**src/rtl/reuleaux_seq_if.sv**
```systemverilog
// Circle-engine bus for the Reuleaux sequencer.
//   master : sequencer side. Drives start/centre/radius and receives finished plus pixel stream.
//   slave  : circle engine side.
interface reuleaux_seq_if;
  logic       circ_start;
  logic       circ_finished;
  logic [7:0] circ_cx;
  logic [7:0] circ_cy;
  logic [7:0] circ_radius;
  logic [7:0] circ_x;
  logic [6:0] circ_y;
  logic       circ_plot;

  modport master (
    output circ_start, circ_cx, circ_cy, circ_radius,
    input  circ_finished, circ_x, circ_y, circ_plot
  );

  modport slave (
    input  circ_start, circ_cx, circ_cy, circ_radius,
    output circ_finished, circ_x, circ_y, circ_plot
  );
endinterface

```
**src/rtl/reuleaux_seq.sv**
```systemverilog
// Reuleaux triangle sequencer: runs one circle engine three times (one arc per
// triangle corner, radius = side length) and windows each arc's pixels.
// Ports:
//   clk, rst_n           clock, synchronous active-low reset
//   start / finished     level request from the top FSM / completion level
//   centre_x/y, diameter triangle centroid and side length
//   colour               pixel colour, latched with the request
//   circ                 circle engine bus (start/finished, centre, radius, pixels)
//   vga_x/y/colour/plot  plot port; x/y pass straight through from the engine
//
// state  | meaning
// -------+----------------------------------------------------------
// IDLE   | wait for start, latch geometry and colour
// LATCH  | corners now valid; pick first on-screen arc
// GAP    | engine start held low; corner/radius set up and held
// DRAW   | engine start high until it reports finished
// DONE   | finished high until start drops
module reuleaux_seq #(
  parameter int K_H3       = 37,
  parameter int K_2H3      = 74,
  parameter int FRAC       = 7,
  parameter int GAP_CYCLES = 4
) (
  input  logic           clk,
  input  logic           rst_n,
  input  logic           start,
  input  logic [7:0]     centre_x,
  input  logic [7:0]     centre_y,
  input  logic [7:0]     diameter,
  input  logic [2:0]     colour,
  output logic           finished,
  reuleaux_seq_if.master circ,
  output logic [7:0]     vga_x,
  output logic [6:0]     vga_y,
  output logic [2:0]     vga_colour,
  output logic           vga_plot
);

  localparam int GAP_W = (GAP_CYCLES > 2) ? $clog2(GAP_CYCLES) : 1;

  typedef enum logic [2:0] {S_IDLE, S_LATCH, S_GAP, S_DRAW, S_DONE} state_t;

  state_t           state_q, state_d;
  logic [7:0]       cx_q, cx_d, cy_q, cy_d, dia_q, dia_d;
  logic [2:0]       col_q, col_d;
  logic [1:0]       arc_q, arc_d;
  logic [GAP_W-1:0] gap_q, gap_d;
  logic [7:0]       ccx_q, ccx_d, ccy_q, ccy_d, crad_q, crad_d;

  // Corners are 10-bit two's complement; on-screen means bits [9:8] are zero.
  logic [7:0] hd;
  logic [9:0] off_a, off_b;
  logic [9:0] c1x, c2x, c1y, c3y;
  logic [2:0] valid;
  logic       first_found, nxt_found;
  logic [1:0] first_arc, nxt_arc, ld_idx;
  logic [7:0] ld_x, ld_y;
  logic       in_win;

  always_comb begin
    hd       = {1'b0, dia_q[7:1]};
    off_a    = 10'((16'(dia_q) * 16'(K_H3)) >> FRAC);
    off_b    = 10'((16'(dia_q) * 16'(K_2H3)) >> FRAC);
    c1x      = {2'b00, cx_q} + {2'b00, hd};
    c2x      = {2'b00, cx_q} - {2'b00, hd};
    c1y      = {2'b00, cy_q} + off_a;
    c3y      = {2'b00, cy_q} - off_b;
    valid[0] = (c1x[9:8] == 2'b00) && (c1y[9:8] == 2'b00);
    valid[1] = (c2x[9:8] == 2'b00) && (c1y[9:8] == 2'b00);
    valid[2] = (c3y[9:8] == 2'b00);
  end

  // Lowest valid arc overall, and lowest valid arc after the current one.
  always_comb begin
    first_found = 1'b0;
    first_arc   = 2'd0;
    nxt_found   = 1'b0;
    nxt_arc     = 2'd0;
    for (int i = 2; i >= 0; i--) begin
      if (valid[i]) begin
        first_found = 1'b1;
        first_arc   = 2'(i);
      end
      if (valid[i] && (2'(i) > arc_q)) begin
        nxt_found = 1'b1;
        nxt_arc   = 2'(i);
      end
    end
  end

  always_comb begin
    ld_idx = (state_q == S_LATCH) ? first_arc : nxt_arc;
    case (ld_idx)
      2'd0:    begin ld_x = c1x[7:0]; ld_y = c1y[7:0]; end
      2'd1:    begin ld_x = c2x[7:0]; ld_y = c1y[7:0]; end
      default: begin ld_x = cx_q;     ld_y = c3y[7:0]; end
    endcase
  end

  // Each arc only contributes the part of its circle that bounds the triangle.
  always_comb begin
    case (arc_q)
      2'd0:    in_win = (circ.circ_x <= cx_q) && ({3'b000, circ.circ_y} <= c1y);
      2'd1:    in_win = (circ.circ_x >= cx_q) && ({3'b000, circ.circ_y} <= c1y);
      default: in_win = ({3'b000, circ.circ_y} >= c1y);
    endcase
  end

  always_comb begin
    state_d = state_q;
    cx_d    = cx_q;
    cy_d    = cy_q;
    dia_d   = dia_q;
    col_d   = col_q;
    arc_d   = arc_q;
    gap_d   = gap_q;
    ccx_d   = ccx_q;
    ccy_d   = ccy_q;
    crad_d  = crad_q;
    case (state_q)
      S_IDLE: begin
        if (start) begin
          cx_d    = centre_x;
          cy_d    = centre_y;
          dia_d   = diameter;
          col_d   = colour;
          state_d = S_LATCH;
        end
      end
      S_LATCH: begin
        if (first_found) begin
          arc_d   = first_arc;
          ccx_d   = ld_x;
          ccy_d   = ld_y;
          crad_d  = dia_q;
          gap_d   = GAP_W'(GAP_CYCLES - 1);
          state_d = S_GAP;
        end else begin
          state_d = S_DONE;
        end
      end
      S_GAP: begin
        // Leave only once the minimum gap has elapsed and the engine has
        // released its finished level from the previous arc.
        if (gap_q != '0) begin
          gap_d = gap_q - GAP_W'(1);
        end else if (!circ.circ_finished) begin
          state_d = S_DRAW;
        end
      end
      S_DRAW: begin
        if (circ.circ_finished) begin
          if (nxt_found) begin
            arc_d   = nxt_arc;
            ccx_d   = ld_x;
            ccy_d   = ld_y;
            gap_d   = GAP_W'(GAP_CYCLES - 1);
            state_d = S_GAP;
          end else begin
            state_d = S_DONE;
          end
        end
      end
      S_DONE: begin
        if (!start) state_d = S_IDLE;
      end
      default: state_d = S_IDLE;
    endcase
  end

  always_ff @(posedge clk) begin
    if (!rst_n) begin
      state_q <= S_IDLE;
      cx_q    <= '0;
      cy_q    <= '0;
      dia_q   <= '0;
      col_q   <= '0;
      arc_q   <= '0;
      gap_q   <= '0;
      ccx_q   <= '0;
      ccy_q   <= '0;
      crad_q  <= '0;
    end else begin
      state_q <= state_d;
      cx_q    <= cx_d;
      cy_q    <= cy_d;
      dia_q   <= dia_d;
      col_q   <= col_d;
      arc_q   <= arc_d;
      gap_q   <= gap_d;
      ccx_q   <= ccx_d;
      ccy_q   <= ccy_d;
      crad_q  <= crad_d;
    end
  end

  assign finished         = (state_q == S_DONE);
  assign circ.circ_start  = (state_q == S_DRAW);
  assign circ.circ_cx     = ccx_q;
  assign circ.circ_cy     = ccy_q;
  assign circ.circ_radius = crad_q;
  assign vga_x            = circ.circ_x;
  assign vga_y            = circ.circ_y;
  assign vga_colour       = col_q;
  assign vga_plot         = circ.circ_plot && (state_q == S_DRAW) && in_win;

endmodule

```
**src/flat_wrapper.sv**
```systemverilog
// flat-port wrapper written by rule: the top's interface ports become plain ports
module reuleaux_seq_flat 
#(
  parameter int K_H3       = 37,
  parameter int K_2H3      = 74,
  parameter int FRAC       = 7,
  parameter int GAP_CYCLES = 4
)
  (clk, rst_n, start, centre_x, centre_y, diameter, colour, finished, vga_x, vga_y, vga_colour, vga_plot, circ_circ_start, circ_circ_cx, circ_circ_cy, circ_circ_radius, circ_circ_finished, circ_circ_x, circ_circ_y, circ_circ_plot);
  reuleaux_seq_if circ_i ();
  input  logic clk;
  input  logic rst_n;
  input  logic start;
  input  logic [7:0] centre_x;
  input  logic [7:0] centre_y;
  input  logic [7:0] diameter;
  input  logic [2:0] colour;
  output logic finished;
  output logic [7:0] vga_x;
  output logic [6:0] vga_y;
  output logic [2:0] vga_colour;
  output logic vga_plot;
  output wire logic [$bits(circ_i.circ_start)-1:0] circ_circ_start;
  output wire logic [$bits(circ_i.circ_cx)-1:0] circ_circ_cx;
  output wire logic [$bits(circ_i.circ_cy)-1:0] circ_circ_cy;
  output wire logic [$bits(circ_i.circ_radius)-1:0] circ_circ_radius;
  input wire logic [$bits(circ_i.circ_finished)-1:0] circ_circ_finished;
  input wire logic [$bits(circ_i.circ_x)-1:0] circ_circ_x;
  input wire logic [$bits(circ_i.circ_y)-1:0] circ_circ_y;
  input wire logic [$bits(circ_i.circ_plot)-1:0] circ_circ_plot;
  assign circ_circ_start = circ_i.circ_start;
  assign circ_circ_cx = circ_i.circ_cx;
  assign circ_circ_cy = circ_i.circ_cy;
  assign circ_circ_radius = circ_i.circ_radius;
  assign circ_i.circ_finished = circ_circ_finished;
  assign circ_i.circ_x = circ_circ_x;
  assign circ_i.circ_y = circ_circ_y;
  assign circ_i.circ_plot = circ_circ_plot;
  reuleaux_seq #(.K_H3(K_H3), .K_2H3(K_2H3), .FRAC(FRAC), .GAP_CYCLES(GAP_CYCLES)) u_core (.clk(clk), .rst_n(rst_n), .start(start), .centre_x(centre_x), .centre_y(centre_y), .diameter(diameter), .colour(colour), .finished(finished), .circ(circ_i), .vga_x(vga_x), .vga_y(vga_y), .vga_colour(vga_colour), .vga_plot(vga_plot));
endmodule
```
**config.mk**
```make
export PLATFORM = sky130hd
export DESIGN_NAME = reuleaux_seq_flat
export DESIGN_NICKNAME = d
export VERILOG_FILES = /design/src/rtl/reuleaux_seq_if.sv /design/src/rtl/reuleaux_seq.sv /design/src/flat_wrapper.sv
export SDC_FILE = /design/constraint.sdc
export NUM_CORES = 1
export LEC_CHECK = 0
export ABC_CLOCK_PERIOD_IN_PS = 6700
export BUFFER_PORTS_ARGS = -buffer_cell sky130_fd_sc_hd__buf_2
export CELL_PAD_IN_SITES_DETAIL_PLACEMENT = 1
export CELL_PAD_IN_SITES_GLOBAL_PLACEMENT = 2
export CORE_MARGIN = 3
export CORE_UTILIZATION = 32
export DETAILED_ROUTE_END_ITERATION = 16
export PLACE_DENSITY_LB_ADDON = 0.1
export SLEW_MARGIN = 25
export SYNTH_ARGS = -nofsm -noshare
export SYNTH_HDL_FRONTEND = slang
export SYNTH_SLANG_ARGS = --single-unit
```
**constraint.sdc**
```tcl
create_clock -name clk -period 6.7 [get_ports clk]
set_clock_uncertainty 0.05 [all_clocks]
set_input_delay 0.67 -clock clk [delete_from_list [all_inputs] [get_ports clk]]
set_output_delay 0.67 -clock clk [all_outputs]
set_load 0.03 [all_outputs]
```
==> results.cfg <==
[cts]
hold_buffers = 0
cts_buffers = 9
htreeDepth = 3
post_cts_buffers = 0
path_clk_slew_ns = 0.05
clk_path_buf_depth = 2
clk_latency_ns = 0.34
clock_sinks = 58
cts_tree = yes
root_buffer = clkbuf_16

[worst_setup_path]
cpPeakStageDelay_ns = 0.50
slowest_stage = fa_1
end_kind = primary output
cpMostUsedCell = ha_1
startpoint_type = register
worstSetupPathType = register to primary output
worstPathMaxFanout = 7
crit_chain = ha_1 -> ha_1 -> fa_1 -> ha_1 -> inv_1 -> o21bai_1 -> xor2_1 -> ha_1 -> inv_1 -> fa_1 -> nand2b_1 -> a21oi_1 -> nor2_1 -> xor2_1 -> ha_1 -> nor2b_1 -> o21ai_0 -> nand2b_1 -> a221oi_2 -> nor2b_1 -> a211oi_1 -> o2bb2ai_1 -> buf_2
arrival_ns = 5.57
cp.required_ns = 5.98

[synthesis]
avgSynthCellArea_um2 = 7.87
synth_nets = 712
synth_area_leaders = dfxtp_1, ha_1, a21oi_1
synthArstFlopShare_pct = 0
ys_seq_area_share_pct = 24.9
synth.distinct_cells = 55
synth_seq_cells = 58
syn_area_um2 = 4660
yosysTopAreaCell = dfxtp_1
synth-edff-count = 0
yosys_most_used_dff = dfxtp_1
yosys_warnings = 0
synth_cells = 592
yosys.area.top_type_share_pct = 24.9

[sta]
tightest_slew_ns = 0.934
period_share_pct = 93.9
hold_viol = 0
max-slew-margin-rel_pct = 37.7
finalSetupViolCount = 0
timing.fmax_mhz = 159
slew_viol_final = 0
finalSetupTns_ns = 0
fin_crit_ns = 6.29

[grt]
grt_pass1_vias = 4557
grt.total_usage_pct = 17.7
grt_first_pass_wirelength_um = 22800
grt_max_degree = 47
grt_overflow = 0
antenna_found_initial = 0

[drt]
routedWlPerCell_um = 16.0
drt_iter0_drc = 102
vias = 4232
drt_first_pass_iters = 4
drc_errors = 0
antenna_left = 0
vias_per_cell = 5.00
drt-total-wl_um = 13600

[pwr]
p_leak_nw = 2.57
switching_power_mw = 0.517
switching_share_pct = 36.2
power_density_nw_per_um2 = 260
p_int_mw = 0.911
seqPwrFrac_pct = 28.4
power_frac_clock_pct = 35.2
pwr-share-comb_pct = 36.4
ir_drop_uv = 125

[finish]
multi_input_area_um2 = 3070
nets = 781
regArea_um2 = 1170
antenna_cells = 0
fin_area_um2 = 5500
layoutNonFillerInstCount = 846
drive_gt1_share_pct = 20.0
syn2layout_area_growth_pct = 18.0
fillers = 1746
layout_common_cells = buf_2, nand2_1, ha_1
final_common_cell = buf_2

[status]
status = completed

[placed_design]
place_area_um2 = 5160
place_hpwl_um = 10900
dp.cells = 830
numPortBuffers = 91
gp_congestion = 0.835

[floorplanning]
fp.dieW_um = 127
die_y_um = 127
ioPinCount = 92
core-area_um2 = 14000
fp-row-count = 43
initial_core_util_pct = 33.2
die_area_um2 = 16100

[flow_run]
drv_cap = 0

[worst_hold_path]
hp-class = register to register
==> critical path: cells and delay by family, from the launching register on <==
family	cells	cell delay [ns]
compound gates	6	1.19
xor+xnor	2	0.50
fa+ha+maj	7	2.32
buf+inv	3	0.32
flops	1	0.36
simple gates	5	0.55
==> synthesized netlist by cell type, types with 13 or more instances <==
library cell,number
buf_4,16
nor2_1,36
xnor2_1,13
nor3_1,14
a21oi_1,61
clkbuf_1,16
nand2_1,79
ha_1,66
dfxtp_1,58
xor2_1,13
o21ai_0,30
inv_1,55
==> power by group through the flow <==
| stage | clock [mW] | sequential (mW) | combinational (mW) |
|---|---|---|---|
| 2_1_floorplan | 0 | 0.430 | 0.361 |
| 5_1_grt | 0.536 | 0.411 | 0.589 |
| 3_3_place_gp | 0 | 0.411 | 0.510 |
| 6_report | 0.503 | 0.406 | 0.519 |
| 4_1_cts | 0.523 | 0.406 | 0.526 |
| 3_5_place_dp | 0 | 0.413 | 0.523 |
==> sequential cells by signal, summed over array words and instances (netlist names), 3 cells and up <==
register                 cells
u_core.vga_colour            3
u_core.state_q               3
u_core.circ.circ_cy          8
u_core.circ.circ_cx          8
u_core.dia_q                 8
u_core.cy_q                  8
u_core.cx_q                  8
u_core.circ.circ_radius      8
==> final timing paths <==
check	from	end	slack, ns	cells after the start
worst min-delay path	u_core.vga_colour[2]	u_core.vga_colour[2]	0.40	2
worst min register to register	u_core.vga_colour[2]	u_core.vga_colour[2]	0.40	2
worst max register to register	u_core.dia_q[4]	u_core.circ.circ_cy[3]	1.31	18
worst max-delay path	u_core.dia_q[4]	vga_plot	0.41	23
==> layer usage <==
| layer | vias to the layer above | track usage [%] | wire length [um] |
|---|---|---|---|
| met5 | - | 0 | 0 |
| met4 | 0 | 6.06 | 267 |
| met3 | 19 | 3.62 | 483 |
| met2 | 69 | 28.7 | 6020 |
| met1 | 1990 | 23.5 | 6810 |
| li1 | 2154 | - | - |
==> logic make-up after synthesis <==
family / after synthesis / synth area share, %
XOR/XNOR: 26 / 4.88
buffers and inverters: 96 / 9.63
adder cells (fa/ha/maj): 73 / 20.7
multiplexers: 12 / 2.58
flip-flops: 58 / 24.9
AND/OR/NAND/NOR: 178 / 17.4
AO/OA/AOI/OAI: 149 / 19.9
==> per-stage QoR <==
stage          setup WS, ns  total power [mW]  hold WS (ns)  util, %
5_1_grt            -0.00616              1.54         0.435     39.2
4_1_cts              0.0973              1.45         0.410     39.0
3_5_place_dp          0.489             0.936         0.401     36.8
2_1_floorplan          1.13             0.791         0.404        -
3_3_place_gp          0.673             0.922         0.390     36.8
6_report              0.409              1.43         0.405     39.2
==> what timing repair did <==
item | 4_1_cts | 5_1_grt
gates resized for setup | 0 | 8
endpoints found under the setup margin | 0 | 1
endpoints found under the hold margin | 0 | 0
==> final cells by class <==
cell class / instances / area share (%)
multi-input combinational: 438 / 55.8
sequential: 58 / 21.2
timing repair buffer: 98 / 9.23
clock buffer: 11 / 4.41
tap: 180 / 4.09
inverter: 56 / 3.82
clock inverter: 5 / 1.41
Note: power is estimated with default switching activity, not from simulation.
